**src/rtl/uart_cmd_parser.sv**
```systemverilog
// ---------------------------------------------------------------------------
// uart_cmd_parser
//
// Receive-side command interpreter for the UART link. Consumes bytes popped
// from the UART RX FIFO and turns ASCII command lines into binary strobes
// and a packed time value for the watch and stopwatch blocks.
//
// Accepted lines (CR-terminated, uppercase, case-sensitive):
//   Thh:mm:ss:cc  -> o_time_data loaded, o_time_valid pulse
//   R             -> o_sw_run pulse
//   P             -> o_sw_stop pulse
//   C             -> o_sw_clear pulse
// Anything malformed, out of range or stalled too long pulses o_err.
//
// Ports:
//   clk          system clock
//   rst          synchronous active-high reset
//   rx_data      received byte, valid while rx_done=1
//   rx_done      1-cycle strobe per received byte
//   o_time_data  packed {hour[23:19], min[18:13], sec[12:7], csec[6:0]}
//   o_time_valid 1-cycle pulse, o_time_data updated this cycle
//   o_sw_run     1-cycle pulse, stopwatch run
//   o_sw_stop    1-cycle pulse, stopwatch stop
//   o_sw_clear   1-cycle pulse, stopwatch clear
//   o_err        1-cycle pulse, line rejected or timed out
//   o_busy       high while a line is partially received
// ---------------------------------------------------------------------------
module uart_cmd_parser #(
  parameter int unsigned TIMEOUT_CYCLES = 100_000_000
) (
  input  logic        clk,
  input  logic        rst,
  input  logic [7:0]  rx_data,
  input  logic        rx_done,
  output logic [23:0] o_time_data,
  output logic        o_time_valid,
  output logic        o_sw_run,
  output logic        o_sw_stop,
  output logic        o_sw_clear,
  output logic        o_err,
  output logic        o_busy
);

  localparam logic [7:0] CH_T     = 8'h54;
  localparam logic [7:0] CH_R     = 8'h52;
  localparam logic [7:0] CH_P     = 8'h50;
  localparam logic [7:0] CH_C     = 8'h43;
  localparam logic [7:0] CH_CR    = 8'h0D;
  localparam logic [7:0] CH_LF    = 8'h0A;
  localparam logic [7:0] CH_SP    = 8'h20;
  localparam logic [7:0] CH_COLON = 8'h3A;

  // The idle timer only ever has to count up to TIMEOUT_CYCLES-1.
  localparam int TW = (TIMEOUT_CYCLES > 1) ? $clog2(TIMEOUT_CYCLES) : 1;
  localparam logic [TW-1:0] TMAX = TW'(TIMEOUT_CYCLES - 1);

  typedef enum logic [2:0] {
    IDLE,
    SHORT,
    TIME,
    WAIT_CR,
    DISCARD
  } parserState_t;

  parserState_t r_state;
  parserState_t w_nextState;

  logic [3:0]    r_pos;
  logic [7:0]    r_cmd;
  logic [6:0]    r_hour;
  logic [6:0]    r_min;
  logic [6:0]    r_sec;
  logic [6:0]    r_csec;
  logic [23:0]   r_timeData;
  logic [TW-1:0] r_timer;

  logic r_timeValid;
  logic r_swRun;
  logic r_swStop;
  logic r_swClear;
  logic r_err;

  logic       w_isCr;
  logic       w_isDigit;
  logic       w_colonPos;
  logic       w_posOk;
  logic       w_rangeOk;
  logic       w_timeout;
  logic [6:0] w_digit;
  logic [6:0] w_tens;

  logic w_timeValidNext;
  logic w_swRunNext;
  logic w_swStopNext;
  logic w_swClearNext;
  logic w_errNext;

  // Byte classification shared by the next-state and datapath logic.
  // Positions 2, 5 and 8 of the time field are the colon separators;
  // every other position must carry a decimal digit.
  assign w_isCr     = (rx_data == CH_CR);
  assign w_isDigit  = (rx_data >= 8'h30) && (rx_data <= 8'h39);
  assign w_colonPos = (r_pos == 4'd2) || (r_pos == 4'd5) || (r_pos == 4'd8);
  assign w_posOk    = w_colonPos ? (rx_data == CH_COLON) : w_isDigit;
  assign w_digit    = {3'b000, rx_data[3:0]};
  assign w_tens     = w_digit * 7'd10;
  assign w_rangeOk  = (r_hour < 7'd24) && (r_min < 7'd60) && (r_sec < 7'd60);

  // The timer fires only when no byte arrives on the expiry cycle, so an
  // incoming byte always wins the race and is parsed normally.
  assign w_timeout = (TIMEOUT_CYCLES != 0) && (r_state != IDLE) &&
                     !rx_done && (r_timer == TMAX);

  // State register. Reset drops any partial line straight back to IDLE.
  always_ff @(posedge clk) begin
    if (rst) begin
      r_state <= IDLE;
    end else begin
      r_state <= w_nextState;
    end
  end

  // Next-state logic. Bytes only move the FSM while rx_done is high; a
  // timeout is the one transition that happens without a byte.
  always_comb begin
    w_nextState = r_state;
    if (rx_done) begin
      unique case (r_state)
        IDLE: begin
          if (rx_data == CH_T) begin
            w_nextState = TIME;
          end else if ((rx_data == CH_R) || (rx_data == CH_P) || (rx_data == CH_C)) begin
            w_nextState = SHORT;
          end else if ((rx_data == CH_LF) || (rx_data == CH_SP) || w_isCr) begin
            w_nextState = IDLE;
          end else begin
            w_nextState = DISCARD;
          end
        end
        SHORT: begin
          w_nextState = w_isCr ? IDLE : DISCARD;
        end
        TIME: begin
          if (!w_posOk) begin
            w_nextState = DISCARD;
          end else if (r_pos == 4'd10) begin
            w_nextState = WAIT_CR;
          end else begin
            w_nextState = TIME;
          end
        end
        WAIT_CR: begin
          w_nextState = w_isCr ? IDLE : DISCARD;
        end
        DISCARD: begin
          if (w_isCr) begin
            w_nextState = IDLE;
          end
        end
        default: w_nextState = IDLE;
      endcase
    end else if (w_timeout) begin
      w_nextState = IDLE;
    end
  end

  // Output decode. Every pulse is decided on the cycle that carries the
  // terminating CR (or on the timeout cycle) and is registered below, so a
  // line produces at most one pulse, one cycle later.
  always_comb begin
    w_timeValidNext = 1'b0;
    w_swRunNext     = 1'b0;
    w_swStopNext    = 1'b0;
    w_swClearNext   = 1'b0;
    w_errNext       = w_timeout;
    if (rx_done && w_isCr) begin
      unique case (r_state)
        SHORT: begin
          w_swRunNext   = (r_cmd == CH_R);
          w_swStopNext  = (r_cmd == CH_P);
          w_swClearNext = (r_cmd == CH_C);
        end
        WAIT_CR: begin
          w_timeValidNext = w_rangeOk;
          w_errNext       = !w_rangeOk;
        end
        DISCARD: begin
          w_errNext = 1'b1;
        end
        default: ;
      endcase
    end
  end

  // Field accumulators. A tens digit overwrites its field with d*10 and the
  // following units digit adds d, so each field never exceeds 99.
  always_ff @(posedge clk) begin
    if (rst) begin
      r_pos  <= 4'd0;
      r_cmd  <= 8'h00;
      r_hour <= 7'd0;
      r_min  <= 7'd0;
      r_sec  <= 7'd0;
      r_csec <= 7'd0;
    end else if (rx_done) begin
      if (r_state == IDLE) begin
        if (rx_data == CH_T) begin
          r_pos  <= 4'd0;
          r_hour <= 7'd0;
          r_min  <= 7'd0;
          r_sec  <= 7'd0;
          r_csec <= 7'd0;
        end
        if ((rx_data == CH_R) || (rx_data == CH_P) || (rx_data == CH_C)) begin
          r_cmd <= rx_data;
        end
      end else if ((r_state == TIME) && w_posOk) begin
        r_pos <= r_pos + 4'd1;
        case (r_pos)
          4'd0:    r_hour <= w_tens;
          4'd1:    r_hour <= r_hour + w_digit;
          4'd3:    r_min  <= w_tens;
          4'd4:    r_min  <= r_min + w_digit;
          4'd6:    r_sec  <= w_tens;
          4'd7:    r_sec  <= r_sec + w_digit;
          4'd9:    r_csec <= w_tens;
          4'd10:   r_csec <= r_csec + w_digit;
          default: ;
        endcase
      end
    end
  end

  // Inter-byte idle timer. It restarts on every byte, sits at zero in IDLE
  // and also clears on the cycle it fires.
  always_ff @(posedge clk) begin
    if (rst || rx_done || (r_state == IDLE) || w_timeout || (TIMEOUT_CYCLES == 0)) begin
      r_timer <= '0;
    end else begin
      r_timer <= r_timer + TW'(1);
    end
  end

  // Registered pulses and the packed time value. The time register only
  // changes on a fully validated line.
  always_ff @(posedge clk) begin
    if (rst) begin
      r_timeData  <= 24'h0;
      r_timeValid <= 1'b0;
      r_swRun     <= 1'b0;
      r_swStop    <= 1'b0;
      r_swClear   <= 1'b0;
      r_err       <= 1'b0;
    end else begin
      r_timeValid <= w_timeValidNext;
      r_swRun     <= w_swRunNext;
      r_swStop    <= w_swStopNext;
      r_swClear   <= w_swClearNext;
      r_err       <= w_errNext;
      if (w_timeValidNext) begin
        r_timeData <= {r_hour[4:0], r_min[5:0], r_sec[5:0], r_csec};
      end
    end
  end

  assign o_time_data  = r_timeData;
  assign o_time_valid = r_timeValid;
  assign o_sw_run     = r_swRun;
  assign o_sw_stop    = r_swStop;
  assign o_sw_clear   = r_swClear;
  assign o_err        = r_err;
  assign o_busy       = (r_state != IDLE);

endmodule

```
**config.mk**
```make
export PLATFORM = sky130hd
export DESIGN_NAME = uart_cmd_parser
export DESIGN_NICKNAME = d
export VERILOG_FILES = /design/src/rtl/uart_cmd_parser.sv
export SDC_FILE = /design/constraint.sdc
export NUM_CORES = 1
export LEC_CHECK = 0
export ABC_CLOCK_PERIOD_IN_PS = 2120
export CAP_MARGIN = 15
export CORE_MARGIN = 8
export CORE_UTILIZATION = 50
export DETAILED_ROUTE_END_ITERATION = 8
export HOLD_SLACK_MARGIN = 0.1
export MAX_ROUTING_LAYER = met4
export PLACE_DENSITY_LB_ADDON = 0.3
export SLEW_MARGIN = 20
export SYNTH_ARGS = -nofsm -noshare
export SYNTH_HDL_FRONTEND = slang
export SYNTH_SLANG_ARGS = --single-unit
```
**constraint.sdc**
```tcl
create_clock -name clk -period 2.12 [get_ports clk]
set_input_delay 0.424 -clock clk [delete_from_list [all_inputs] [get_ports clk]]
set_output_delay 0.424 -clock clk [all_outputs]
set_load 0.05 [all_outputs]
```
==> impl_results.md <==
- Rows: 38
- Die Y: approximately 120 µm
- Synthesized area: 0.00543 mm²
- Setup CP Type: in -> reg
- Deepest clock path buffer count: 2
- Number of synthesized flops with an enable pin: 0
- Fin crit share: 98.7%
- Met3 usage: around 6.6%
- #FFs+latches synth: 99
- Final setup margin: 27.8 ps
- Unrepaired setup endpoints after global routing: true
- Worst-margin pin slew: approximately 510 ps
- Hold_sp: o_time_data[13]
- Worst-path fanout max: 3
- Non-filler instance count after layout: 923
- Largest net degree at the start of global routing: 36
- Commonest register cell after synthesis: dfxtp_1
- Initial Utilization: roughly half
- Ant. Diodes: 0
- Critical Path RT: 2470 ps
- Layout area overhead: 29.3%
- Number of global-route vias before repair: 5174
- # hold bufs at CTS: 0
- Min cycle time layout: 2090 ps
- Fill cells: 855
- Synth Net Count: 694
- Final Util: 65.6%
- Reg-to-reg endpoint: o_time_data[8]
- Most common cell after layout, fill and taps aside: nand2_1
- Relative slew slack: between 60 and 70%
- Mapped Cells: 654
- Num CTS Buffers: 9
- Placed Cells incl. Taps: 896
- Setup crit end kind: flop
- Clk root buf: clkbuf_8
- WL final: ~15 mm
- Overall routing resource usage: 21.7%
- R2R Path Start: r_sec[6]
- Pwr Density: 514 mW/mm²
- Design Power: between 3 and 4 mW
- Clk slew on worst S/H paths: 110 ps
- Mean Syn Cell Area: 8.30 µm²
- GR Util met2: 36.3%
- FF-to-FF path depth: 7
- Most frequent cells in the layout: 121 x nand2_1, 96 x buf_4, 95 x dfxtp_1
- Worst vdd ir: 0.000473 V
- Avg WL per Cell: 16.8 µm
- Slew Viols, Final: 0
- GRT Residual Overflow: 0
- Distinct cells, synth: 68
- Setup WS pre-CTS: -677 ps
- First-pass GRT wire length: around 25 mm
- Skew final: 12.5 ps
- Via Count: approximately 5.3k
- Worst Hold Depth: 2
- Area of the die: between 0.01 and 0.015 mm²
- Pre-antenna DRT Iters: 5
- Core box area: 0.0107 mm²
- Via density: approximately 5.8
- # Max-Cap Violations: 0
- Worst path arrival time: 2440 ps
- Residual DRC: 0
- Met1 GRT Util: about a quarter
- CTS tree: yes
- Post-route ant nets: 0
- I/O pin count: 41
- Hold Path End: o_time_data[13]
- Die Width: 120 µm
- Setup-failing EPs final: 0
- Seq/Total Area, Yosys: 36.5%
- Setup slack, reg-to-reg: 80 ps
- Synth warn: 0
- Hpwl dp: 11.2 mm
- Leakage: roughly 2.7 nW
- Fraction of layout cells with a size suffix above 1: 22.6%
- Gpl congestion: 0.897
- CP startpoint kind: input pin
- Hold Worst Slack: 458 ps
- Final Hold Vio Count: 0
- Synth async-reset ratio: 0%
- Nets: 818
- IO buf count: 40
- H-Tree Depth: 3
- TritonCTS Sinks: between 90 and 100
- Worst Hold Class: reg -> reg
- First DRT Iteration DRCs: 334
- Status: finished clean
- Initial antenna violation count: 0
- Global route hottest layer: met2
- Peak Freq: 478 MHz
- Clk Latency, worst-skew pair: 400 ps
## report_power, final
part / total (mW) / leakage (nW) / switching (mW) / internal [mW]
Clock: 1.18 / 0.0879 / 0.736 / 0.444
Sequential: 1.88 / 0.799 / 0.0117 / 1.87
Combinational: 0.548 / 1.81 / 0.302 / 0.245
## area by class of cell
type / instances / area [µm²] / share of cell area (%)
multi-input cells: 513 / 3400 / 48.4
flip-flops and latches: 99 / 1990 / 28.3
repair buffers: 143 / 1230 / 17.5
well taps: 140 / 175 / 2.50
clock buffers: 9 / 124 / 1.77
clock inverters: 7 / 61.3 / 0.874
inverters: 12 / 45.0 / 0.642
## worst max-delay path, stage by stage
cell and delay, ps:
clkdlybuf4s15_1 250, ha_1 330, ha_2 190, fa_2 420
xor2_2 240, o21ai_1 80, a31o_2 220, o21ai_1 90
o311a_1 200
## logic make-up after synthesis
family	Yosys count	synth area share [%]
mux	16	2.95
compound gates	129	16.3
buf+inv	43	3.67
simple gates	298	26.8
xor+xnor	40	6.46
flops	99	36.5
fa+ha+maj	29	7.38
## synth_stat cells, types with 5 or more instances
master	n	area, µm²
nand2_1	121	454
dfxtp_1	99	1980
nor2_1	66	248
a21oi_1	45	225
xnor2_1	26	228
ha_1	24	300
nand3_1	23	115
o21ai_0	21	105
clkbuf_1	19	71.3
and3_1	16	100
mux2i_1	16	160
nand4_1	14	87.6
xor2_1	14	123
inv_1	12	45.0
nor3_1	9	45.0
o211ai_1	7	52.6
o21a_1	7	52.6
a21o_1	6	45.0
and4_1	6	52.6
buf_2	6	30.0
nor2b_1	6	37.5
a211oi_1	5	37.5
a31oi_1	5	31.3
fa_1	5	100
## state kept, by name (all words and copies together) (netlist names)
register and flops:
o_err 1, o_sw_clear 1, o_sw_run 1, o_sw_stop 1
o_time_data 24, o_time_valid 1, r_cmd 8, r_csec 7
r_hour 7, r_min 7, r_pos 4, r_sec 7
r_state 3, r_timer 27
## worst max path at each step
stage	to	cells past startpoint	from	slack [ps]
2_1_floorplan	r_min[6]	7	rx_data[0]	20
3_3_place_gp	r_min[6]	9	rx_data[0]	-620
3_5_place_dp	r_sec[6]	10	rx_data[0]	-680
4_1_cts	r_csec[5]	10	r_pos[0]	10
5_1_grt	r_csec[6]	9	rx_data[1]	-8
6_report	r_hour[6]	9	rx_data[1]	30
## metal layers
metal	vias to the layer above	routed length [µm]
li1	2536	-
met5	-	0
met4	0	555
met3	57	1020
met1	2547	6280
met2	176	7610
## through the flow
step,TNS [ps],instance area [µm²]
after floorplan,0,5430
after global placement,-24350,6570
after detailed placement,-28810,6570
after CTS,0,6940
after global routing,-12.6,7020
final,0,7020
## what timing repair did
item                       in CTS  in global routing
cloned                          1                  1
hold endpoints to repair        0                  0
pin swaps                      19                 11
setup endpoints to repair      33                 24
resized for setup              38                 12
setup buffers                   7                  2
No activity file was read; power rests on OpenSTA's default activity.
